--- src/rtl/mac_pkg.sv ---
// Shared defaults, FSM encoding and width helper for the MAC sharing arbiter.
package mac_pkg;

  localparam int unsigned DATA_W_DEF = 4;
  localparam int unsigned LEN_DEF    = 4;
  localparam int unsigned OUT_W_DEF  = 10;

  typedef enum logic [1:0] {
    ST_IDLE = 2'd0,
    ST_FEED = 2'd1,
    ST_WAIT = 2'd2,
    ST_RESP = 2'd3
  } state_t;

  // Ceiling log2; returns 0 for v <= 1.
  function automatic int unsigned clog2(input int unsigned v);
    int unsigned r;
    r = 0;
    for (int unsigned i = 0; i < 32; i++) begin
      if ((32'd1 << i) < v) r = i + 1;
    end
    return r;
  endfunction

  // Register width able to hold values 0..v-1, never narrower than 1 bit.
  function automatic int unsigned idx_w(input int unsigned v);
    return (clog2(v) > 0) ? clog2(v) : 1;
  endfunction

endpackage

--- src/rtl/rr_arbiter.sv ---
// Combinational round-robin pick: first asserted request at or above ptr, wrapping.
module rr_arbiter
  import mac_pkg::*;
#(
  parameter int unsigned N     = 2,
  parameter int unsigned PTR_W = idx_w(N)
) (
  input  logic [N-1:0]     req,
  input  logic [PTR_W-1:0] ptr,
  output logic [N-1:0]     grant,
  output logic             any
);

  // Walk from the pointer upward and keep the first request found.
  always_comb begin
    grant = '0;
    for (int unsigned k = 0; k < N; k++) begin
      int unsigned idx;
      idx = (32'(ptr) + k) % N;
      if ((grant == '0) && req[idx]) grant[idx] = 1'b1;
    end
  end

  assign any = |req;

endmodule

--- src/rtl/mac_share_arbiter.sv ---
// Time-shares one MAC between N_REQ requesters: grant, feed LEN pairs, wait, respond.
module mac_share_arbiter
  import mac_pkg::*;
#(
  parameter int unsigned N_REQ   = 2,
  parameter int unsigned DATA_W  = DATA_W_DEF,
  parameter int unsigned LEN     = LEN_DEF,
  parameter int unsigned OUT_W   = OUT_W_DEF,
  parameter int unsigned TIMEOUT = 16
) (
  input  logic                      clk,
  input  logic                      rst_n,
  input  logic [N_REQ-1:0]          req_valid,
  input  logic [DATA_W*N_REQ-1:0]   req_a,
  input  logic [DATA_W*N_REQ-1:0]   req_b,
  output logic [N_REQ-1:0]          req_ready,
  output logic [N_REQ-1:0]          rsp_valid,
  input  logic [N_REQ-1:0]          rsp_ready,
  output logic [OUT_W-1:0]          rsp_data,
  output logic                      rsp_err,
  output logic                      mac_in_valid,
  output logic [DATA_W-1:0]         mac_in1,
  output logic [DATA_W-1:0]         mac_in2,
  input  logic                      mac_out_valid,
  input  logic [OUT_W-1:0]          mac_out,
  output logic                      busy,
  output logic                      spurious
);

  localparam int unsigned PTR_W = idx_w(N_REQ);
  localparam int unsigned CNT_W = idx_w(LEN);
  localparam int unsigned TMR_W = idx_w(TIMEOUT);

  state_t              state_q, state_d;
  logic [PTR_W-1:0]    owner_q, owner_d;
  logic [PTR_W-1:0]    ptr_q, ptr_d;
  logic [CNT_W-1:0]    cnt_q, cnt_d;
  logic [TMR_W-1:0]    timer_q, timer_d;
  logic                in_valid_q, in_valid_d;
  logic [DATA_W-1:0]   in1_q, in1_d, in2_q, in2_d;
  logic [OUT_W-1:0]    data_q, data_d;
  logic                err_q, err_d;
  logic                spur_q, spur_d;

  logic [N_REQ-1:0]    grant;
  logic                any_req;
  logic [PTR_W-1:0]    win_idx;
  logic                xfer;
  logic [DATA_W-1:0]   a_sel, b_sel;

  rr_arbiter #(.N(N_REQ), .PTR_W(PTR_W)) u_rr (
    .req   (req_valid),
    .ptr   (ptr_q),
    .grant (grant),
    .any   (any_req)
  );

  // Encode the one-hot grant into the owner index.
  always_comb begin
    win_idx = '0;
    for (int unsigned k = 0; k < N_REQ; k++) begin
      if (grant[k]) win_idx = PTR_W'(k);
    end
  end

  assign a_sel = req_a[32'(owner_q)*DATA_W +: DATA_W];
  assign b_sel = req_b[32'(owner_q)*DATA_W +: DATA_W];
  assign xfer  = (state_q == ST_FEED) && req_valid[owner_q];

  // Next-state and datapath update for the burst FSM.
  always_comb begin
    state_d    = state_q;
    owner_d    = owner_q;
    ptr_d      = ptr_q;
    cnt_d      = cnt_q;
    timer_d    = timer_q;
    in_valid_d = 1'b0;
    in1_d      = in1_q;
    in2_d      = in2_q;
    data_d     = data_q;
    err_d      = err_q;
    spur_d     = spur_q | (mac_out_valid && (state_q != ST_WAIT));
    case (state_q)
      ST_IDLE: begin
        if (any_req) begin
          state_d = ST_FEED;
          owner_d = win_idx;
          ptr_d   = (win_idx == PTR_W'(N_REQ - 1)) ? '0 : win_idx + 1'b1;
          cnt_d   = '0;
        end
      end
      ST_FEED: begin
        if (xfer) begin
          in_valid_d = 1'b1;
          in1_d      = a_sel;
          in2_d      = b_sel;
          if (cnt_q == CNT_W'(LEN - 1)) begin
            cnt_d   = '0;
            timer_d = '0;
            state_d = ST_WAIT;
          end else begin
            cnt_d = cnt_q + 1'b1;
          end
        end
      end
      ST_WAIT: begin
        // A result arriving on the last timer cycle still counts as success.
        if (mac_out_valid) begin
          data_d  = mac_out;
          err_d   = 1'b0;
          timer_d = '0;
          state_d = ST_RESP;
        end else if (timer_q == TMR_W'(TIMEOUT - 1)) begin
          data_d  = '0;
          err_d   = 1'b1;
          timer_d = '0;
          state_d = ST_RESP;
        end else begin
          timer_d = timer_q + 1'b1;
        end
      end
      ST_RESP: begin
        if (rsp_ready[owner_q]) state_d = ST_IDLE;
      end
      default: state_d = ST_IDLE;
    endcase
  end

  // State and datapath registers; reset abandons any burst in flight.
  always_ff @(posedge clk or negedge rst_n) begin
    if (!rst_n) begin
      state_q    <= ST_IDLE;
      owner_q    <= '0;
      ptr_q      <= '0;
      cnt_q      <= '0;
      timer_q    <= '0;
      in_valid_q <= 1'b0;
      in1_q      <= '0;
      in2_q      <= '0;
      data_q     <= '0;
      err_q      <= 1'b0;
      spur_q     <= 1'b0;
    end else begin
      state_q    <= state_d;
      owner_q    <= owner_d;
      ptr_q      <= ptr_d;
      cnt_q      <= cnt_d;
      timer_q    <= timer_d;
      in_valid_q <= in_valid_d;
      in1_q      <= in1_d;
      in2_q      <= in2_d;
      data_q     <= data_d;
      err_q      <= err_d;
      spur_q     <= spur_d;
    end
  end

  // Handshake strobes decoded from registered state so they never depend on inputs.
  always_comb begin
    req_ready = '0;
    rsp_valid = '0;
    if (state_q == ST_FEED) req_ready[owner_q] = 1'b1;
    if (state_q == ST_RESP) rsp_valid[owner_q] = 1'b1;
  end

  assign rsp_data     = data_q;
  assign rsp_err      = err_q;
  assign mac_in_valid = in_valid_q;
  assign mac_in1      = in1_q;
  assign mac_in2      = in2_q;
  assign busy         = (state_q != ST_IDLE);
  assign spurious     = spur_q;

endmodule
--- config.mk ---
export PLATFORM = sky130hd
export DESIGN_NAME = mac_share_arbiter
export DESIGN_NICKNAME = d
export VERILOG_FILES = /design/src/rtl/mac_pkg.sv /design/src/rtl/rr_arbiter.sv /design/src/rtl/mac_share_arbiter.sv
export SDC_FILE = /design/constraint.sdc
export NUM_CORES = 1
export LEC_CHECK = 0
export ABC_AREA = 0
export CAP_MARGIN = 10
export CORE_MARGIN = 2
export CORE_UTILIZATION = 25
export DETAILED_ROUTE_END_ITERATION = 8
export GPL_TIMING_DRIVEN = 0
export PLACE_DENSITY = 0.5
export SLEW_MARGIN = 20
export SYNTH_ARGS = -nofsm -noshare
export SYNTH_HDL_FRONTEND = slang
export SYNTH_HIERARCHICAL = 1
export SYNTH_SLANG_ARGS = --single-unit
export TNS_END_PERCENT = 30
--- constraint.sdc ---
create_clock -name clk -period 2.5 [get_ports clk]
set_input_delay 0.75 -clock clk [delete_from_list [all_inputs] [get_ports clk]]
set_output_delay 0.75 -clock clk [all_outputs]
set_load 0.01 [all_outputs]
==> run_results.csv, run 1 <==
group,metric,value,unit
grt,antenna_found_initial,0,
worst_setup_path,arrival,1.64,ns
final_layout,final-seq-area,777,µm²
clock_network,cts_hold_buf,0,
timing,fin_skew,0.00154,ns
final_layout,finalNetCount,239,
worst_setup_path,critPathLaunchType,"register",
floorplan,num_rows,28,
timing,hold_viol,0,
placed_design,io_buffers,58,
route,wire_per_inst,13.1,µm
clock_network,post_cts_buffers,0,
final_layout,stdcell_count,275,
placed_design,dpl.hpwl,2.84,mm
clock_network,clockBufferDepth,2,
floorplan,die_y,81.9,µm
route,firstDrtPassIters,4,
route,ant_nets,0,
floorplan,ios,59,
synth,yosysWarnings,6,
grt,grt_max_degree,23,
grt,grt_pass1_vias,1320,
timing,worstMarginPinSlew,0.439,ns
timing,period_share,0.957,
synth,syn_nets,174,
final_layout,multi_input_area,692,µm²
worst_setup_path,r2r-start,"state_q[0]",
timing,finalMaxSlewViolations,0,
route,wirelength,3.61,mm
hold_path,hold_class,"input port to asynchronous set/reset pin",
floorplan,fp.coreArea,5890,µm²
worst_setup_path,crit_chain,"inv_1 > ha_1 > inv_1 > clkdlybuf4s50_1",
final_layout,drive_above_1_share,0.120,
timing,fin_crit,2.39,ns
worst_setup_path,cp.required,1.75,ns
clock_network,numClockSinks,31,
synth,syn_avg_cell_area,11.3,µm²
route,vias,1219,
route,first_iter_violations,44,
power_and_ir_drop,p_leak,1.04,nW
placed_design,placed_area,2210,µm²
clock_network,cts_buffers,5,
grt,track_usage,0.121,
grt,grt_first_pass_wirelength,6.06,mm
worst_setup_path,cp_top_family,"buffers and inverters",
floorplan,dieArea,6700,µm²
power_and_ir_drop,ir_drop,419,µV
floorplan,initial_utilization,0.257,
timing,worst_hold_slack,0.350,ns
worst_setup_path,crit_cells,4,
worst_setup_path,r2r_slack,0.64,ns
clock_network,htreeDepth,2,
worst_setup_path,cp_max_fo,5,
worst_setup_path,r2r-end,"state_q[1]",
timing,setup_viol,0,
route,drc,0,
placed_design,place_inst,268,
timing,rsz0062_at_grt,"false",
status,status,"complete, no violations",
timing,slew_headroom,0.707,
worst_setup_path,worstSetupEndpointType,"output pin",
power_and_ir_drop,pwr_density_cell,1080,nW/µm²
worst_setup_path,ff2ff_path_depth,6,
route,vias_per_cell,4.43,
floorplan,die_w,81.9,µm
final_layout,n_antenna_cell,0,
clock_network,cts_tree,"built",
timing,max_freq,418,MHz
grt,gr-total-overflow,0,
final_layout,fillerInstances,586,
flow_run,maxCapViolCount,0,
worst_setup_path,critPathSlowestCell,"clkdlybuf4s50_1",
synth,netlist_instances,134,
final_layout,final_area,2310,µm²
clock_network,clkLatencyLatePin,0.28,ns
timing,finalSetupTns,0,ns
final_layout,area_delta_synth_final,52.4,%
placed_design,gp_congestion,0.685,
worst_setup_path,critical_path.startpoint,"state_q[0]",
worst_setup_path,critPathMaxStageDelay,0.53,ns
clock_network,clockRootBuffer,"clkbuf_8",
worst_setup_path,setup.worst_path.end,"busy",
synth,syn-cell-area,1520,µm²
worst_setup_path,cp_common_cell,"inv_1",
worst_setup_path,crit_buf_inv,3,
worst_setup_path,worstSetupPathType,"register to output pin",
clock_network,path_clk_slew,0.06,ns
==> sequential cells by signal, summed over array words and instances (netlist names) <==
| register | flops |
|---|---|
| rsp_data | 10 |
| mac_in1 | 4 |
| mac_in2 | 4 |
| timer_q | 4 |
| cnt_q | 2 |
| state_q | 2 |
| mac_in_valid | 1 |
| owner_q | 1 |
| ptr_q | 1 |
| rsp_err | 1 |
| spurious | 1 |
==> power breakdown <==
part           internal, W  switching [W]  leakage, nW  total, W
sequential        0.000711       0.000129        0.389  0.000841
combinational     0.000702       0.000572        0.607   0.00127
clock             0.000195       0.000180       0.0422  0.000375
==> cells in the final DEF (no fill, tap or decap), types with 4 or more instances in the layout <==
cell and count:
a22o_1 10, clkbuf_8 5, clkdlybuf4s50_1 55, dfrtp_1 30, ha_1 6, inv_1 8, mux2i_1 11, nand2_1 13
nor2_1 5, nor2b_1 4, o21ai_0 11
==> worst min path at each step <==
stage | from | endpoint | slack, ns | depth (start not counted)
floorplan | rst_n | cnt_q[0] | 0.45 | 0
global placement | spurious | spurious | 0.44 | 1
detailed placement | spurious | spurious | 0.44 | 1
CTS | rst_n | ptr_q | 0.35 | 1
global route | rst_n | timer_q[1] | 0.35 | 1
finish | rst_n | timer_q[1] | 0.35 | 1
==> repair_timing <==
item                                    4_1_cts  5_1_grt
endpoints found under the setup margin        4        3
gates resized for setup                       3        3
pin swaps                                     0        0
==> layer usage <==
| layer | track usage | share of wire | vias to the layer above |
|---|---|---|---|
| met1 | 0.137 | 0.40 | 569 |
| met3 | 0.0297 | 0.076 | 8 |
| met2 | 0.207 | 0.50 | 44 |
| li1 | - | - | 598 |
| met4 | 0.0650 | 0.023 | 0 |
| met5 | 0 | 0 | - |
==> final cells by class <==
cell class              instances  share of cell area
flip-flops and latches         31               0.337
repair buffers                 59               0.263
clock buffers                   7              0.0331
multi-input cells              90               0.300
clock inverters                 1             0.00217
well taps                      75              0.0407
inverters                       9              0.0146
plain buffers                   3             0.00976
==> per-stage QoR <==
stage / total power (W) / util / worst slack [ns]
2_1_floorplan: 0.00155 / - / 0.714
4_1_cts: 0.00254 / 0.391 / 0.0167
6_report: 0.00249 / 0.392 / 0.107
5_1_grt: 0.00271 / 0.392 / 0.0156
3_5_place_dp: 0.00213 / 0.376 / 0.0125
3_3_place_gp: 0.00208 / 0.372 / 0.0356
Note: power is estimated with default switching activity, not from simulation.
==> run 2: changes to the inputs <==
--- a/config.mk
+++ b/config.mk
@@ -6,7 +6,8 @@
 export NUM_CORES = 1
 export LEC_CHECK = 0
 export ABC_AREA = 0
-export CAP_MARGIN = 10
+export CAP_MARGIN = 20
+export CORE_ASPECT_RATIO = 0.9
 export CORE_MARGIN = 2
 export CORE_UTILIZATION = 25
 export DETAILED_ROUTE_END_ITERATION = 8
==> run 2 against run 1 <==
Net effect:
- count of clock-buffer cells in the layout increased by 1
- cell count shrank 1.5%
- first-iteration DRC count is 23% higher
- setup slack improved by 0.017 ns
- utilization grew 1.0 points
- hold slack better by 0.063 ns
- critical path type unchanged
- design area increased by 0.43%
==> run_results.csv, run 2 (same netlist as run 1, synthesis figures left out) <==
group,metric,value,unit
worst_setup_path,cp_max_fo,4,
floorplan,die_w,86.1,µm
clock_network,path_clk_slew,0.07,ns
placed_design,placed_area,2200,µm²
placed_design,gp_congestion,0.698,
timing,fin_crit,2.38,ns
timing,finalMaxSlewViolations,0,
placed_design,dpl.hpwl,2.80,mm
floorplan,ios,59,
grt,gr-total-overflow,0,
grt,top_usage_layer,"met2",
power_and_ir_drop,p_int,0.00168,W
final_layout,area_delta_synth_final,53.0,%
timing,hold_viol,0,
power_and_ir_drop,seqPwrFrac,0.329,
timing,worstMarginPinSlew,0.443,ns
floorplan,num_rows,26,
final_layout,final_cell_mix,"clkdlybuf4s50_1 (57), dfrtp_1 (30), nand2_1 (13)",
clock_network,clkLatencyLatePin,0.27,ns
route,wire_per_inst,13.6,µm
final_layout,drive_above_1_share,0.134,
clock_network,htreeDepth,2,
route,vias_per_cell,4.47,
floorplan,dieArea,6700,µm²
grt,grt_pass1_vias,1288,
route,wirelength,3.68,mm
grt,use_met2,0.175,
timing,rsz0062_at_grt,"false",
grt,grt_first_pass_wirelength,6.25,mm
route,firstDrtPassIters,4,
status,status,"complete, no violations",
worst_setup_path,critPathLaunchType,"register",
placed_design,dp_slack,0.0188,ns
worst_setup_path,worstSetupPathType,"register to output pin",
clock_network,cts_buffers,5,
flow_run,maxCapViolCount,0,
final_layout,layout_commonest_cell,"clkdlybuf4s50_1",
timing,max_freq,421,MHz
final_layout,final_area,2320,µm²
timing,period_share,0.951,
clock_network,cts_tree,"built",
worst_setup_path,worstSetupEndpointType,"output pin",
timing,slew_headroom,0.704,
power_and_ir_drop,ir_drop,420,µV
grt,gr-usage-met3,0.0457,
route,vias,1211,
final_layout,largest_reg_flops,10,
grt,track_usage,0.117,
final_layout,fin_util,0.403,
power_and_ir_drop,p_sw,0.000899,W
hold_path,hold_class,"input port to asynchronous set/reset pin",
power_and_ir_drop,p_leak,1.01,nW
clock_network,clockBufferDepth,2,
floorplan,initial_utilization,0.263,
final_layout,fillerInstances,571,
floorplan,die_y,77.9,µm
grt,antenna_found_initial,0,
final_layout,finalNetCount,240,
power_and_ir_drop,power,0.00258,W
route,drc,0,
power_and_ir_drop,pwr-share-clk,0.169,
grt,met1_usage,0.159,
power_and_ir_drop,sw_frac_of_total,0.349,
final_layout,n_antenna_cell,0,
timing,finalSetupTns,0,ns
worst_setup_path,arrival,1.63,ns
route,ant_nets,0,
clock_network,numClockSinks,31,
timing,setup_slack,0.124,ns
power_and_ir_drop,pwr_density_cell,1110,nW/µm²
clock_network,cts_hold_buf,0,
timing,setup_viol,0,
clock_network,clockRootBuffer,"clkbuf_8",
grt,grt_max_degree,32,
route,first_iter_violations,54,
power_and_ir_drop,p_comb_frac,0.503,
worst_setup_path,cp.required,1.75,ns
placed_design,io_buffers,58,
timing,fin_skew,0.00388,ns
floorplan,fp.coreArea,5760,µm²
## run 2: worst max-delay path, stage by stage (launching register included)
cell and delay (ns):
dfrtp_1 0.42, inv_2 0.11, ha_4 0.15, nor2b_1 0.13, clkdlybuf4s50_1 0.54
## run 2: metal layers
metal | up-vias | part of all wire
met4 | 0 | 0
met3 | 0 | 0.077
met5 | - | 0
met2 | 43 | 0.43
li1 | 600 | -
met1 | 568 | 0.49
## run 2: layout make-up
class,instances,area (µm²),area share
well taps,70,87.6,0.0378
clock buffers,8,100,0.0432
plain buffers,3,22.5,0.00971
repair buffers,60,603,0.260
multi-input cells,90,694,0.300
inverters,9,33.8,0.0146
flip-flops and latches,31,777,0.335
## run 2: power by group through the flow
stage / clock (W) / sequential (W) / combinational (W)
after floorplan: 0 / 0.000893 / 0.000655
after global placement: 0 / 0.000837 / 0.00127
after detailed placement: 0 / 0.000845 / 0.00129
after CTS: 0.000450 / 0.000846 / 0.00132
after global routing: 0.000477 / 0.000875 / 0.00143
final: 0.000434 / 0.000846 / 0.00130
## run 2: repair_timing
item                                    4_1_cts  5_1_grt
resized for setup                             3        2
buffers inserted                              1        0
cloned                                        0        0
endpoints found under the setup margin        4        3
## run 2: worst paths after layout
check | startpoint | endpoint | slack, ns | cells after the start
worst max register to register | state_q[0] | state_q[1] | 0.63 | 6
worst max-delay path | state_q[1] | req_ready[0] | 0.12 | 4
max in group asynchronous | rst_n | state_q[0] | 1.90 | 2
worst min register to register | spurious | spurious | 0.47 | 1
min in group clk | spurious | spurious | 0.47 | 1
worst min-delay path | rst_n | ptr_q | 0.41 | 2
## run 2: stage by stage
stage	hold WS (ns)	cells
after global routing	0.419	271
after detailed placement	0.449	263
after CTS	0.417	271
after floorplan	0.450	134
after global placement	0.452	262
final	0.413	271
==> patch 1: new RTL, config.mk and constraints of run 2 <==
Take the reset off `in1_q`, `in2_q` and `data_q` and load them in a clocked block of their own.
--- a/src/rtl/mac_share_arbiter.sv
+++ b/src/rtl/mac_share_arbiter.sv
@@ -137,5 +137,2 @@
       in_valid_q <= 1'b0;
-      in1_q      <= '0;
-      in2_q      <= '0;
-      data_q     <= '0;
       err_q      <= 1'b0;
@@ -149,5 +146,2 @@
       in_valid_q <= in_valid_d;
-      in1_q      <= in1_d;
-      in2_q      <= in2_d;
-      data_q     <= data_d;
       err_q      <= err_d;
@@ -155,2 +149,8 @@
     end
+  end
+
+  always_ff @(posedge clk) begin
+    in1_q  <= in1_d;
+    in2_q  <= in2_d;
+    data_q <= data_d;
   end
Check against the original RTL: differs if rst_n is asserted again (counterexample within 4 cycles, from zero or initial values and one cycle with rst_n low); with rst_n held inactive, the same outputs for 10 cycles.
==> patch 1 against run 2 <==
Sequential cell count did not move; global-route usage fell by 0.59 points; wire length fell by 6.8%; area after synthesis fell by 0.99%; final cell count fell by 7.7%; via count fell by 8.8%; setup slack got worse by 5.7 ps; synthesized cell count fell by 14%; final area fell by 1.2%; power fell by 18%; critical path type unchanged; largest power group unchanged; highest routed layer is now met4.
==> patch 1: results <==
run_status:
  status: "complete, no violations"
worst_hold_path:
  worstHoldPathType: "flip-flop to flip-flop"
synthesis:
  synth_nets: 155
  syn_inst: 115
detailed_routing:
  vias_per_cell: 4.42
  routed_wire_length_per_instance_um: 13.7
  first_pass_iters: 5
  first_iter_violations: 38
  vias: 1105
timing:
  max_slew_margin_pct: 46.0
  fin_skew_ps: 3.32
  finalCritPeriodShare_pct: 95.3
cells_and_area:
  layout-drive-gt1-share_pct: 15.6
  fillers: 552
  final_nets: 219
worst_setup_path:
  critPathCapture: "busy"
  path_max_fanout: 5
  r2r-start: "state_q[0]"
clocking:
  path_clk_slew_ps: 60
  htree_levels: 2
place:
  dp_cells: 243
  dp_hpwl_mm: 2.73
  gp_congestion: 0.679
  dp_slack_ps: 46.0
global_routing:
  first_global_vias: 1225
  grt_max_degree: 16
  grt_usage_pct: 11.1
  grt_pass1_wl_mm: 5.86
pwr:
  p_leak_uw: 0.000910
patch 1: cell count changes in the layout (fill, tap and decap cells not counted), sizes merged, moves of 3 or more:
cell / before / now
nand2: 13 / 5
mux2i: 12 / 4
a22o: 10 / 0
mux2: 4 / 12
and2: 3 / 12
edfxtp: 0 / 18
dfrtp: 31 / 13
o21ai: 13 / 4
clkbuf: 9 / 6
buf: 5 / 1
patch 1: report_power, final:
group	internal [µW]	leakage, µW	switching (µW)
Clock	291	0.0000556	178
Sequential	695	0.000333	70.9
Combinational	470	0.000522	407
patch 1: area by class of cell:
cell class | instances | share of cell area (%)
Buffer | 2 | 0.655
Inverter | 8 | 1.31
Timing Repair Buffer | 58 | 25.6
Tap cell | 70 | 3.82
Clock inverter | 3 | 1.69
Clock buffer | 5 | 3.00
Multi-Input combinational cell | 73 | 26.1
Sequential cell | 31 | 37.8
patch 1: stage by stage:
step | hold WS (ps) | power (µW) | area [µm²] | utilization, %
after floorplan | 450 | 1300 | 1500 | -
after global placement | 445 | 1620 | 2170 | 37.9
after detailed placement | 452 | 1650 | 2170 | 37.9
after CTS | 467 | 2150 | 2280 | 39.9
after global routing | 498 | 2270 | 2290 | 40.0
final | 459 | 2110 | 2290 | 40.0
patch 1: what timing repair did:
| action | 4_1_cts | 5_1_grt |
|---|---|---|
| hold buffers | 0 | 0 |
| resized for setup | 3 | 3 |
| endpoints found under the setup margin | 4 | 4 |
| pin swaps | 0 | 0 |
patch 1: per-layer routing:
layer  GRT usage (%)  vias to the layer above  part of all wire, %
li1                -                      529                    -
met1            13.4                      534                   43
met2            19.1                       38                   50
met3            3.40                        4                  6.7
met4            3.33                        0                 0.79
met5               0                        -                    0
==> patch 2: new RTL, flow settings as in run 2 <==
Without the edit above. Change the parameter `TIMEOUT` from 16 to 24.
--- a/src/rtl/mac_share_arbiter.sv
+++ b/src/rtl/mac_share_arbiter.sv
@@ -8,3 +8,3 @@
   parameter int unsigned OUT_W   = OUT_W_DEF,
-  parameter int unsigned TIMEOUT = 16
+  parameter int unsigned TIMEOUT = 24
 ) (
Check against the original RTL: no difference found for any inputs over 10 cycles, from zero or initial values and one cycle with rst_n low; that may be too few to reach the edited logic, so the function may still have changed.
==> patch 2 against run 2 <==
Largest cell class unchanged; setup slack got worse by 40 ps; wire length shrank 4.0%; largest power group unchanged; maximum frequency fell by 1.6%; area after synthesis grew 3.3%; sequential cell count is 1 higher; final area rose by 2.7%; power increased by 0.47%.
==> patch 2: results <==
pwr:
  peakVddDrop_mv: 0.421
  p_leak_uw: 0.00104
  p_int_uw: 1690
worst_setup_path:
  cp.arrival_ps: 1670
  rr_worst_depth: 6
  r2r_end: "state_q[1]"
  crit_path_max_incr_delay_ps: 530
  regToRegSetupSlack_ps: 630
  crit_slowest_cell: "clkdlybuf4s50_1"
  critPathTopFamily: "buffers and inverters"
  r2r-start: "state_q[0]"
  path_max_fanout: 5
clocking:
  path_clk_slew_ps: 70
  root_buffer: "clkbuf_8"
  clkLatencyLatePin_ps: 280
  cts-buffers-inserted: 5
  clockBufferDepth: 2
  htree_levels: 2
synthesis:
  synth_nets: 177
  ys_warn_count: 6
global_routing:
  grt_pass1_wl_mm: 5.68
  grt_usage_pct: 10.7
  grt_max_degree: 22
  antenna_found_initial: 0
cells_and_area:
  layout-drive-gt1-share_pct: 12.7
  diodes: 0
  final_nets: 244
  largest_reg_flops: 10
  fillers: 619
run_status:
  status: "complete, no violations"
detailed_routing:
  vias: 1221
  first_iter_violations: 41
  first_pass_iters: 4
  wirelength_mm: 3.53
place:
  gp_congestion: 0.682
  io_buffer_count: 58
  dp_hpwl_mm: 2.71
timing:
  max_slew_margin_pct: 71.0
  fin_skew_ps: 7.71
floorplanning:
  coreArea_um2: 6080
worst_hold_path:
  worstHoldPathType: "input pin to async pin"
-- patch 2: stage by stage --
stage	hold WS (ps)	utilization (%)	setup WS, ps	cells	cell area [µm²]
4_1_cts	368	38.9	15.9	274	2360
5_1_grt	372	39.2	2.18	276	2380
3_5_place_dp	447	37.1	38.7	268	2260
2_1_floorplan	450	-	699	137	1570
6_report	364	39.2	83.8	276	2380
3_3_place_gp	448	36.8	-76.7	267	2240
-- patch 2: worst max path at each step --
stage,endpoint,from,depth (start not counted)
4_1_cts,busy,state_q[0],4
3_3_place_gp,rsp_data[2],rst_n,1
6_report,busy,state_q[0],4
5_1_grt,busy,state_q[0],4
3_5_place_dp,rsp_valid[1],owner_q,4
2_1_floorplan,req_ready[0],state_q[1],3
-- patch 2: metal layers --
| metal | share of wire, % | global-route usage (%) | up-vias |
|---|---|---|---|
| met2 | 37 | 13.8 | 48 |
| met3 | 10 | 4.89 | 3 |
| met4 | 0.37 | 3.23 | 0 |
| met1 | 53 | 15.8 | 559 |
| met5 | 0 | 0 | - |
| li1 | - | - | 611 |
-- patch 2: timing repair --
item,4_1_cts,5_1_grt
gates resized for setup,3,2
buffers inserted,0,2
setup endpoints to repair,4,4
-- patch 2: power by group through the flow --
stage	Combinational [µW]	Sequential, µW	Clock (µW)
2_1_floorplan	672	901	0
3_3_place_gp	1290	843	0
3_5_place_dp	1300	844	0
4_1_cts	1310	847	456
5_1_grt	1440	879	480
6_report	1300	848	437
-- patch 2: final cells by class --
class / count / area share (%)
clock buffer: 7 / 4.05
tap: 72 / 3.78
multi-input combinational: 93 / 30.3
inverter: 8 / 1.26
sequential: 32 / 33.7
buffer: 3 / 0.946
timing repair buffer: 61 / 26.0
